**src/rtl/switch_event_arbiter.sv**
```systemverilog
// switch_event_arbiter: turns switch release edges into events, serialises them round-robin
// onto one valid/ready port and keeps a per-switch LED toggle bit.
module switch_event_arbiter #(
  parameter int NUM_SW = 4,
  localparam int ID_W = $clog2(NUM_SW)
) (
  input  logic              i_Clk,
  input  logic              i_Reset,
  input  logic [NUM_SW-1:0] i_Switch,
  output logic              o_Event_Valid,
  output logic [ID_W-1:0]   o_Event_Id,
  input  logic              i_Event_Ready,
  output logic [NUM_SW-1:0] o_LED,
  output logic [NUM_SW-1:0] o_Overrun,
  input  logic              i_Clear_Overrun
);
  localparam int IW = ID_W + 1;
  typedef enum logic {IDLE, OFFER} state_t;
  state_t state, state_d;
  logic [NUM_SW-1:0] r_switch, rel, pending, load_mask, kept, ovr_set;
  logic [ID_W-1:0] pointer, start, win;
  logic hs, load;
  function automatic logic [ID_W-1:0] wrap_add(input logic [ID_W-1:0] a, input int b);
    logic [ID_W:0] s;
    s = {1'b0, a} + IW'(b);
    return ID_W'(s >= IW'(NUM_SW) ? s - IW'(NUM_SW) : s);
  endfunction
  assign rel = r_switch & ~i_Switch;
  assign o_Event_Valid = state == OFFER;
  // On a handshake the next winner is searched from the slot after the accepted id,
  // so back-to-back grants already honour the pointer that is about to be written.
  always_comb begin
    hs = (state == OFFER) & i_Event_Ready;
    start = hs ? wrap_add(o_Event_Id, 1) : pointer;
    win = '0;
    for (int i = NUM_SW - 1; i >= 0; i--)
      win = pending[wrap_add(start, i)] ? wrap_add(start, i) : win;
    load = (|pending) & ((state == IDLE) | hs);
    state_d = load ? OFFER : hs ? IDLE : state;
    load_mask = load ? NUM_SW'(1) << win : '0;
    kept = pending & ~load_mask;
    ovr_set = rel & kept;
  end
  always_ff @(posedge i_Clk) begin
    if (i_Reset) begin
      state <= IDLE;
      r_switch <= '0;
      pending <= '0;
      pointer <= '0;
      o_Event_Id <= '0;
      o_LED <= '0;
      o_Overrun <= '0;
    end else begin
      state <= state_d;
      r_switch <= i_Switch;
      pending <= kept | rel;
      if (load) o_Event_Id <= win;
      if (hs) begin
        o_LED[o_Event_Id] <= ~o_LED[o_Event_Id];
        pointer <= wrap_add(o_Event_Id, 1);
      end
      o_Overrun <= (i_Clear_Overrun ? '0 : o_Overrun) | ovr_set;
    end
  end
endmodule
```
**config.mk**
```make
export PLATFORM = sky130hd
export DESIGN_NAME = switch_event_arbiter
export DESIGN_NICKNAME = d
export VERILOG_FILES = /design/src/rtl/switch_event_arbiter.sv
export SDC_FILE = /design/constraint.sdc
export NUM_CORES = 1
export LEC_CHECK = 0
export ABC_AREA = 1
export BUFFER_PORTS_ARGS = -buffer_cell sky130_fd_sc_hd__clkbuf_2
export CAP_MARGIN = 40
export CELL_PAD_IN_SITES_DETAIL_PLACEMENT = 0
export CELL_PAD_IN_SITES_GLOBAL_PLACEMENT = 1
export CORE_ASPECT_RATIO = 2
export CORE_MARGIN = 2
export CORE_UTILIZATION = 38
export DETAILED_ROUTE_END_ITERATION = 12
export PLACE_DENSITY_LB_ADDON = 0.1
export SLEW_MARGIN = 15
export SYNTH_ARGS = -nofsm -noshare
export SYNTH_HDL_FRONTEND = slang
export SYNTH_SLANG_ARGS = --single-unit
```
**constraint.sdc**
```tcl
create_clock -name i_Clk -period 2.1 [get_ports i_Clk]
set_clock_uncertainty 0.05 [all_clocks]
set_input_delay 0.315 -clock i_Clk [delete_from_list [all_inputs] [get_ports i_Clk]]
set_output_delay 0.315 -clock i_Clk [all_outputs]
set_load 0.02 [all_outputs]
```
==> qor.csv, run 1 <==
metric,value,unit
startpoint types,flip-flop,
Synth async-reset ratio,0,%
Ys Warns,0,
CTS Buffer Depth,2,
Crit. End Element,flip-flop,
Synth Register Bits,21,
Iter 0 DRT Violations,20,
Syn Inst Count,176,
Fill cells,328,
final net count,215,
top-count cell post-synth,nand2_1,
Worst-Skew Late Latency,0.27,ns
vias per cell,4.961,
Slew headroom,65.46,%
Post-Layout Cell Count,232,
Pre-Repair DR Iteration Count,4,
Via Count,1151,
Initial Utilization,38.94,%
Mapped Area,1132,um2
Post-synth EDFFs,0,
Placed Cells,225,
DP HPWL,1975,um
antenna-violating nets left,0,
Final Max Tran Viols,0,
clock sink total,21,
static leakage,0.7221,nW
cell area power density,729.1,nW/um2
post-synthesis sequential area ratio,37.13,%
CTS tree,built,
Tot Pwr,0.001034,W
Slew @ Worst Pin,0.5162,ns
pre-CTS WS,0.09692,ns
Peak VDD IR,0.4873,mV
Max-Cap Viols,0,
total CTS buffers,3,
setup_tns,0,ns
top cell type by total area after synthesis,dfxtp_1,
drt drc,0,
number of diodes,0,
Post-synth top flop,dfxtp_1,
Worst Hold Class,in2reg,
"Data required, critical path",2.19,ns
Worst Path Max Fanout,3,
largest net degree at the start of global routing,22,
final setup vio count,0,
Post-Syn Nets,188,
synth top area cells,"dfxtp_1, nand2_1, inv_1",
Hold Buf Count CTS,0,
clock slew at reported path FFs,0.08,ns
GRT Overall Usage,16.82,%
share of cells above drive strength 1,27.23,%
DIE HEIGHT,81.20,um
# IOs,19,
Commonest cells post-synth,"nand2_1, inv_1, dfxtp_1",
Tmin final,1.940,ns
vias in the first global route,1096,
Final WS setup,0.1599,ns
syn_area_per_cell,6.434,um2
WS Path Type,reg2reg,
Core ar.,2908,um2
die area,3459,um2
maximum clock frequency,515.4,MHz
DR WL/cell,11.28,um
global-route wire length before repair,4526,um
Yosys top cell area share,37.13,%
CP arrival,2.03,ns
P&R area growth vs syn,25.19,%
H-tree levels,1,
outcome,"finished, final reports clean",
Placer Congestion,0.7967,
period utilisation layout,92.39,%
root buf cell,clkbuf_8,
Hold WS,0.2021,ns
final WL,2617,um
library cells used by synthesis,16,
Die Width,42.60,um
port bufs,18,
row count,28,
Fin. Hold Viols,0,
"Remaining Overflow, GRT",0,
antenna violations before repair,0,
[worst paths after layout]
check | from | end | slack (ns) | cells past startpoint
worst max-delay path | o_Event_Id[0]$_SDFFE_PP0P_ | o_Overrun[1]$_SDFF_PP0_ | 0.16 | 14
worst min-delay path | i_Switch[3] | r_switch[3]$_SDFF_PP0_ | 0.20 | 3
worst max register to register | o_Event_Id[0]$_SDFFE_PP0P_ | o_Overrun[1]$_SDFF_PP0_ | 0.16 | 14
worst min register to register | o_Overrun[0]$_SDFF_PP0_ | o_Overrun[0]$_SDFF_PP0_ | 0.42 | 2
[cells in the final DEF (no fill, tap or decap), types with 6 or more instances in the layout]
master / count
inv_1: 31
o21ai_0: 7
nor2_1: 9
buf_4: 6
nand3_1: 12
nand2_1: 45
dfxtp_1: 18
nand2_2: 10
nand3_2: 7
clkbuf_2: 18
a21oi_1: 16
[metal layers]
metal  vias up  global-route usage (%)  wire [um]
li1        600                       -          -
met1       523                   15.98       1031
met2        20                   34.46       1473
met3         8                   2.222         54
met4         0                   6.563         58
met5         -                       0          0
[sequential cells by signal (all words and copies together) (netlist names)]
name	count
pending	4
o_Event_Id	2
o_Event_Valid	1
pointer	2
o_Overrun	4
r_switch	4
o_LED	4
[logic make-up after synthesis]
group | count (synthesis) | share of synthesized area (%)
buf+inv | 36 | 11.93
simple gates | 90 | 35.25
flops | 21 | 37.13
fa+ha+maj | 4 | 4.420
compound gates | 25 | 11.27
[report_power, final]
part	internal [W]	leakage, nW	switching (W)
Clock	0.000134	0.0217	0.000141
Sequential	0.000422	0.173	0.0000194
Combinational	0.000115	0.528	0.000202
[repair_timing]
action	in CTS	in global routing
endpoints found under the hold margin	0	0
gates resized for setup	0	21
setup buffers	0	3
endpoints found under the setup margin	0	9
[critical path, stage by stage, from the launching register on]
cell and delay [ns]:
dfxtp_2 0.34, inv_2 0.05, ha_4 0.23, nand3_1 0.10, nand2_2 0.08, buf_4 0.14
buf_4 0.12, nand3_1 0.10, nand2_1 0.07, inv_1 0.07, nand3_2 0.11, nand2_2 0.12
nand3_2 0.08, nand3_2 0.10, a21oi_1 0.05
[stage by stage]
stage	area (um2)	utilization (%)
2_1_floorplan	1134	-
3_3_place_gp	1276	43.89
3_5_place_dp	1276	43.89
4_1_cts	1325	45.57
5_1_grt	1418	48.75
6_report	1418	48.75
[final cells by class]
class,count,area (um2),share of cell area [%]
flip-flops and latches,21,424.2,29.92
multi-input cells,119,644.4,45.45
inverters,34,127.6,9.003
repair buffers,24,135.1,9.532
clock buffers,3,41.29,2.913
well taps,30,37.54,2.648
clock inverters,1,7.507,0.5296
Power figures use the tool's default switching activity.
==> run 2, diff against run 1 <==
- RECOVER_POWER: not set -> 50
==> run 2 against run 1 <==
Net effect: total power barely moved; register-to-register slack barely moved; critical path depth did not move; highest routed layer unchanged; final cell count did not move; critical endpoint unchanged; sequential share of layout area rose by 0.21 points; routed wire length barely moved; non-clock buffer count did not move.
==> qor.csv, run 2 (synthesized netlist as in run 1, its figures left out) <==
metric,value,unit
outcome,"finished, final reports clean",
Tmin final,1.940,ns
reg2reg end,o_Overrun[1]$_SDFF_PP0_,
period utilisation layout,92.39,%
P&R area growth vs syn,24.31,%
"commonest non-fill, non-tap cell in the layout",nand2_1,
DR WL/cell,11.29,um
Max-Cap Viols,0,
Core ar.,2908,um2
setup_tns,0,ns
port bufs,18,
global-route wire length before repair,4526,um
row count,28,
Die Width,42.60,um
Crit. End Element,flip-flop,
CTS Buffer Depth,2,
cell area power density,733.9,nW/um2
Worst-Skew Late Latency,0.27,ns
Peak VDD IR,0.4876,mV
Initial Utilization,38.94,%
DP HPWL,1975,um
pre-CTS WS,0.09692,ns
GRT Overall Usage,16.82,%
Placer Congestion,0.7967,
share of cells above drive strength 1,23.27,%
number of diodes,0,
Hold Path Depth,3,
final setup vio count,0,
startpoint types,flip-flop,
Worst Hold Class,in2reg,
root buf cell,clkbuf_8,
Final WS setup,0.1598,ns
Hold WS,0.2018,ns
Via Count,1152,
die area,3459,um2
worst hold endpoint,r_switch[3]$_SDFF_PP0_,
most frequent cells in the layout,"nand2_1, inv_1, dfxtp_1, a21oi_1, nand3_1",
static leakage,0.6945,nW
hold path startpoint,i_Switch[3],
drt drc,0,
Slew headroom,65.46,%
largest net degree at the start of global routing,22,
vias per cell,4.966,
Fin. Hold Viols,0,
Pre-Repair DR Iteration Count,4,
maximum clock frequency,515.4,MHz
final WL,2619,um
Hold Buf Count CTS,0,
r2r worst-path depth,14,
clock slew at reported path FFs,0.08,ns
Slew @ Worst Pin,0.5162,ns
Finished Core Util,48.41,%
total CTS buffers,3,
# IOs,19,
Final Max Tran Viols,0,
clock sink total,21,
H-tree levels,1,
R2R Setup Slk,0.16,ns
CP arrival,2.03,ns
r2r startpoint,o_Event_Id[0]$_SDFFE_PP0P_,
final net count,215,
antenna-violating nets left,0,
Worst Path Max Fanout,3,
"Data required, critical path",2.19,ns
Iter 0 DRT Violations,20,
WS Path Type,reg2reg,
"Remaining Overflow, GRT",0,
vias in the first global route,1096,
antenna violations before repair,0,
CTS tree,built,
DIE HEIGHT,81.20,um
## run 2: critical path, cell delays in order (launching register included)
cell and delay [ns]:
dfxtp_2 0.34, inv_2 0.05, ha_4 0.23, nand3_1 0.10, nand2_2 0.08, buf_4 0.14
buf_4 0.12, nand3_1 0.10, nand2_1 0.07, inv_1 0.07, nand3_2 0.11, nand2_2 0.12
nand3_2 0.08, nand3_2 0.10, a21oi_1 0.05
## run 2: area by class of cell
type	count	area, um2
Timing Repair Buffer	24	125.1
Clock inverter	1	7.507
Clock buffer	3	41.29
Tap cell	30	37.54
Multi-Input combinational cell	119	644.4
Fill cell	333	1500
Sequential cell	21	424.2
Inverter	34	127.6
## run 2: worst max path at each step
stage / startpoint / to / slack (ns) / cells past startpoint
global route: o_Event_Id[0]$_SDFFE_PP0P_ / o_Overrun[0]$_SDFF_PP0_ / -0.009 / 15
global placement: o_Event_Id[0]$_SDFFE_PP0P_ / o_Overrun[1]$_SDFF_PP0_ / 0.12 / 15
floorplan: o_Event_Id[1]$_SDFFE_PP0P_ / o_Overrun[0]$_SDFF_PP0_ / 0.04 / 15
CTS: o_Event_Id[0]$_SDFFE_PP0P_ / o_Overrun[0]$_SDFF_PP0_ / 0.08 / 15
finish: o_Event_Id[0]$_SDFFE_PP0P_ / o_Overrun[1]$_SDFF_PP0_ / 0.16 / 14
detailed placement: o_Event_Id[0]$_SDFFE_PP0P_ / o_Overrun[1]$_SDFF_PP0_ / 0.1 / 15
## run 2: repair_timing
action / in CTS / in global routing
buffers inserted: 0 / 3
resized for setup: 0 / 21
endpoints found under the setup margin: 0 / 9
## run 2: through the flow
stage | total power [W] | instance area [um2] | cells
2_1_floorplan | 0.0006393 | 1134 | 176
3_3_place_gp | 0.0007179 | 1276 | 225
3_5_place_dp | 0.0007190 | 1276 | 225
4_1_cts | 0.0009983 | 1325 | 229
5_1_grt | 0.001109 | 1408 | 232
6_report | 0.001033 | 1408 | 232
## run 2: metal layers
layer,track usage (%),vias to the layer above,share of wire [%]
li1,-,600,-
met1,15.98,524,39
met2,34.46,20,56
met3,2.222,8,2.1
met4,6.563,0,2.2
met5,0,-,0
## run 2: power by group
group          switching (W)  internal, W  leakage, nW
clock               0.000141     0.000134       0.0217
sequential         0.0000193     0.000422        0.173
combinational       0.000202     0.000114        0.500
total               0.000363     0.000670        0.694
==> run 3, diff against run 2 <==
- ABC_AREA: 1 -> not set
- CORE_ASPECT_RATIO: 2 -> not set
- CORE_UTILIZATION: 38 -> 40
- PLACE_DENSITY: not set -> 0.72
- PLACE_DENSITY_LB_ADDON: 0.1 -> not set
==> run 3 against run 2 <==
Net effect: flip-flop and latch count did not move; synthesized cell count fell by 43%; global-route usage fell by 1.5 points; clock power fell by 30%; die area fell by 15%; sequential power fell by 2%; non-clock buffer count fell by 2; synthesized area fell by 11%; total power fell by 26%; register-to-register slack got worse by 0.04 ns; critical path type unchanged; combinational power fell by 57%.
==> qor.csv, run 3 <==
metric,value,unit
total CTS buffers,3,
synth top area cells,"dfxtp_1, ha_1, a21oi_1",
setup_tns,0,ns
top-count cell post-synth,dfxtp_1,
vias per cell,5.448,
H-tree levels,1,
library cells used by synthesis,39,
Post-synth EDFFs,0,
Max-Cap Viols,0,
GRT Overall Usage,15.36,%
clock sink total,21,
Post-synth top flop,dfxtp_1,
R2R Setup Slk,0.12,ns
CTS Buffer Depth,2,
Slew @ Worst Pin,0.7212,ns
outcome,"finished, final reports clean",
r2r startpoint,o_Event_Id[1]$_SDFFE_PP0P_,
syn_area_per_cell,9.972,um2
Tmin final,1.976,ns
Fill cells,239,
Crit. Startpoint,o_Event_Id[1]$_SDFFE_PP0P_,
Syn Inst Count,101,
share of cells above drive strength 1,26.61,%
Iter 0 DRT Violations,13,
RSZ-0062 raised after global routing,no,
startpoint types,flip-flop,
static leakage,0.4403,nW
vias in the first global route,759,
Initial Utilization,41.41,%
Tot Pwr,0.0007641,W
Peak VDD IR,0.4256,mV
Synth async-reset ratio,0,%
Core ar.,2432,um2
Via Count,839,
P&R area growth vs syn,17.27,%
Final Max Tran Viols,0,
"Remaining Overflow, GRT",0,
global-route wire length before repair,3208,um
pre-CTS WS,0.07615,ns
Die Width,54.18,um
Ys Warns,0,
final net count,137,
CTS tree,built,
Crit. End Element,flip-flop,
number of diodes,0,
Synth Register Bits,21,
post-synthesis sequential area ratio,41.74,%
Sequential Area,422.9,um2
CP arrival,2.13,ns
row count,18,
# Post-CTS Setup Buffers,0,
# IOs,19,
final WL,1918,um
most frequent cells in the layout,"dfxtp_1, clkbuf_2, clkbuf_1, a21oi_1, nor2_1",
Yosys top cell area share,41.74,%
die area,2935,um2
Commonest cells post-synth,"dfxtp_1, a21oi_1, nor2_1",
"Data required, critical path",2.26,ns
DP HPWL,1454,um
reg2reg end,o_Overrun[2]$_SDFF_PP0_,
drt drc,0,
multi-input combinational cell area,565.5,um2
DR WL/cell,12.45,um
period utilisation layout,94.08,%
Worst-Skew Late Latency,0.30,ns
root buf cell,clkbuf_4,
Post-Syn Nets,113,
"commonest non-fill, non-tap cell in the layout",dfxtp_1,
r2r worst-path depth,8,
port bufs,18,
antenna violations before repair,0,
Hold WS,0.1734,ns
WS Path Type,reg2reg,
end point of the critical path,o_Overrun[2]$_SDFF_PP0_,
DIE HEIGHT,54.18,um
Worst Hold Class,in2reg,
cell area power density,646.9,nW/um2
Fin. Hold Viols,0,
top cell type by total area after synthesis,dfxtp_1,
Mapped Area,1007,um2
final setup vio count,0,
antenna-violating nets left,0,
clock slew at reported path FFs,0.11,ns
Slew headroom,51.29,%
Worst Path Max Fanout,5,
Pre-Repair DR Iteration Count,4,
Placer Congestion,0.7608,
Final WS setup,0.1243,ns
largest net degree at the start of global routing,22,
maximum clock frequency,506.2,MHz
-- run 3: cell types whose count changed after synthesis, moves of 3 or more --
cell,previous run,this run
nor2_1,9,6
nand2b_1,0,5
a21oi_1,16,8
o21ai_0,8,2
nand2_2,6,0
inv_1,34,5
o21ai_1,0,3
nand3_1,18,0
a311oi_1,0,4
nand2_1,51,4
nor2b_1,0,5
-- run 3: layer usage --
layer | up-vias | part of all wire, % | global-route usage (%)
li1 | 428 | - | -
met4 | 0 | 1.7 | 7.500
met2 | 17 | 45 | 24.70
met3 | 5 | 5.0 | 3.333
met5 | - | 0 | 0
met1 | 389 | 48 | 19.26
-- run 3: worst max-delay path, cell delays in order, from the launching register on --
cell and delay [ns]:
dfxtp_2 0.34, inv_1 0.05, ha_1 0.30, and3_4 0.22, nor2_2 0.05, a211o_1 0.30, a21oi_4 0.18, o211ai_2 0.11
a32o_2 0.27
-- run 3: power breakdown --
group          switching, W  total [W]  internal, W
Clock              0.000118   0.000192    0.0000741
Combinational     0.0000789   0.000137    0.0000586
Sequential        0.0000184   0.000435     0.000417
-- run 3: logic make-up (layout without fill, tap and decap cells) --
group           after synthesis  after routing  share of synthesized area [%]
compound gates               37             37                          30.31
simple gates                 29             29                          16.65
flops                        21             21                          41.74
buf+inv                       8             31                          3.106
fa+ha+maj                     4              4                          4.969
mux                           2              2                          3.230
-- run 3: final cells by class --
| type | count | share of cell area [%] |
|---|---|---|
| clock buffer | 4 | 2.225 |
| multi-input combinational | 72 | 47.88 |
| timing repair buffer | 22 | 9.322 |
| sequential | 21 | 35.81 |
| tap | 30 | 3.178 |
| inverter | 5 | 1.589 |
-- run 3: worst min-delay path by stage --
stage / from / to / slack (ns) / depth (start not counted)
detailed placement: o_Overrun[1]$_SDFF_PP0_ / o_Overrun[1]$_SDFF_PP0_ / 0.40 / 2
floorplan: i_Switch[0] / r_switch[0]$_SDFF_PP0_ / 0.39 / 1
global route: i_Switch[0] / r_switch[0]$_SDFF_PP0_ / 0.18 / 2
CTS: i_Switch[0] / r_switch[0]$_SDFF_PP0_ / 0.17 / 2
finish: i_Switch[0] / r_switch[0]$_SDFF_PP0_ / 0.17 / 2
global placement: o_Overrun[1]$_SDFF_PP0_ / o_Overrun[1]$_SDFF_PP0_ / 0.39 / 2
-- run 3: repair_timing --
item,CTS,global route
setup endpoints to repair,0,5
resized for setup,0,2
hold buffers,0,0
endpoints found under the hold margin,0,0
-- run 3: through the flow --
| step | cell area (um2) | utilization (%) | std cells |
|---|---|---|---|
| final | 1181 | 48.56 | 154 |
| after floorplan | 1010 | - | 101 |
| after CTS | 1181 | 48.56 | 154 |
| after detailed placement | 1155 | 47.48 | 150 |
| after global placement | 1155 | 47.48 | 150 |
| after global routing | 1181 | 48.56 | 154 |
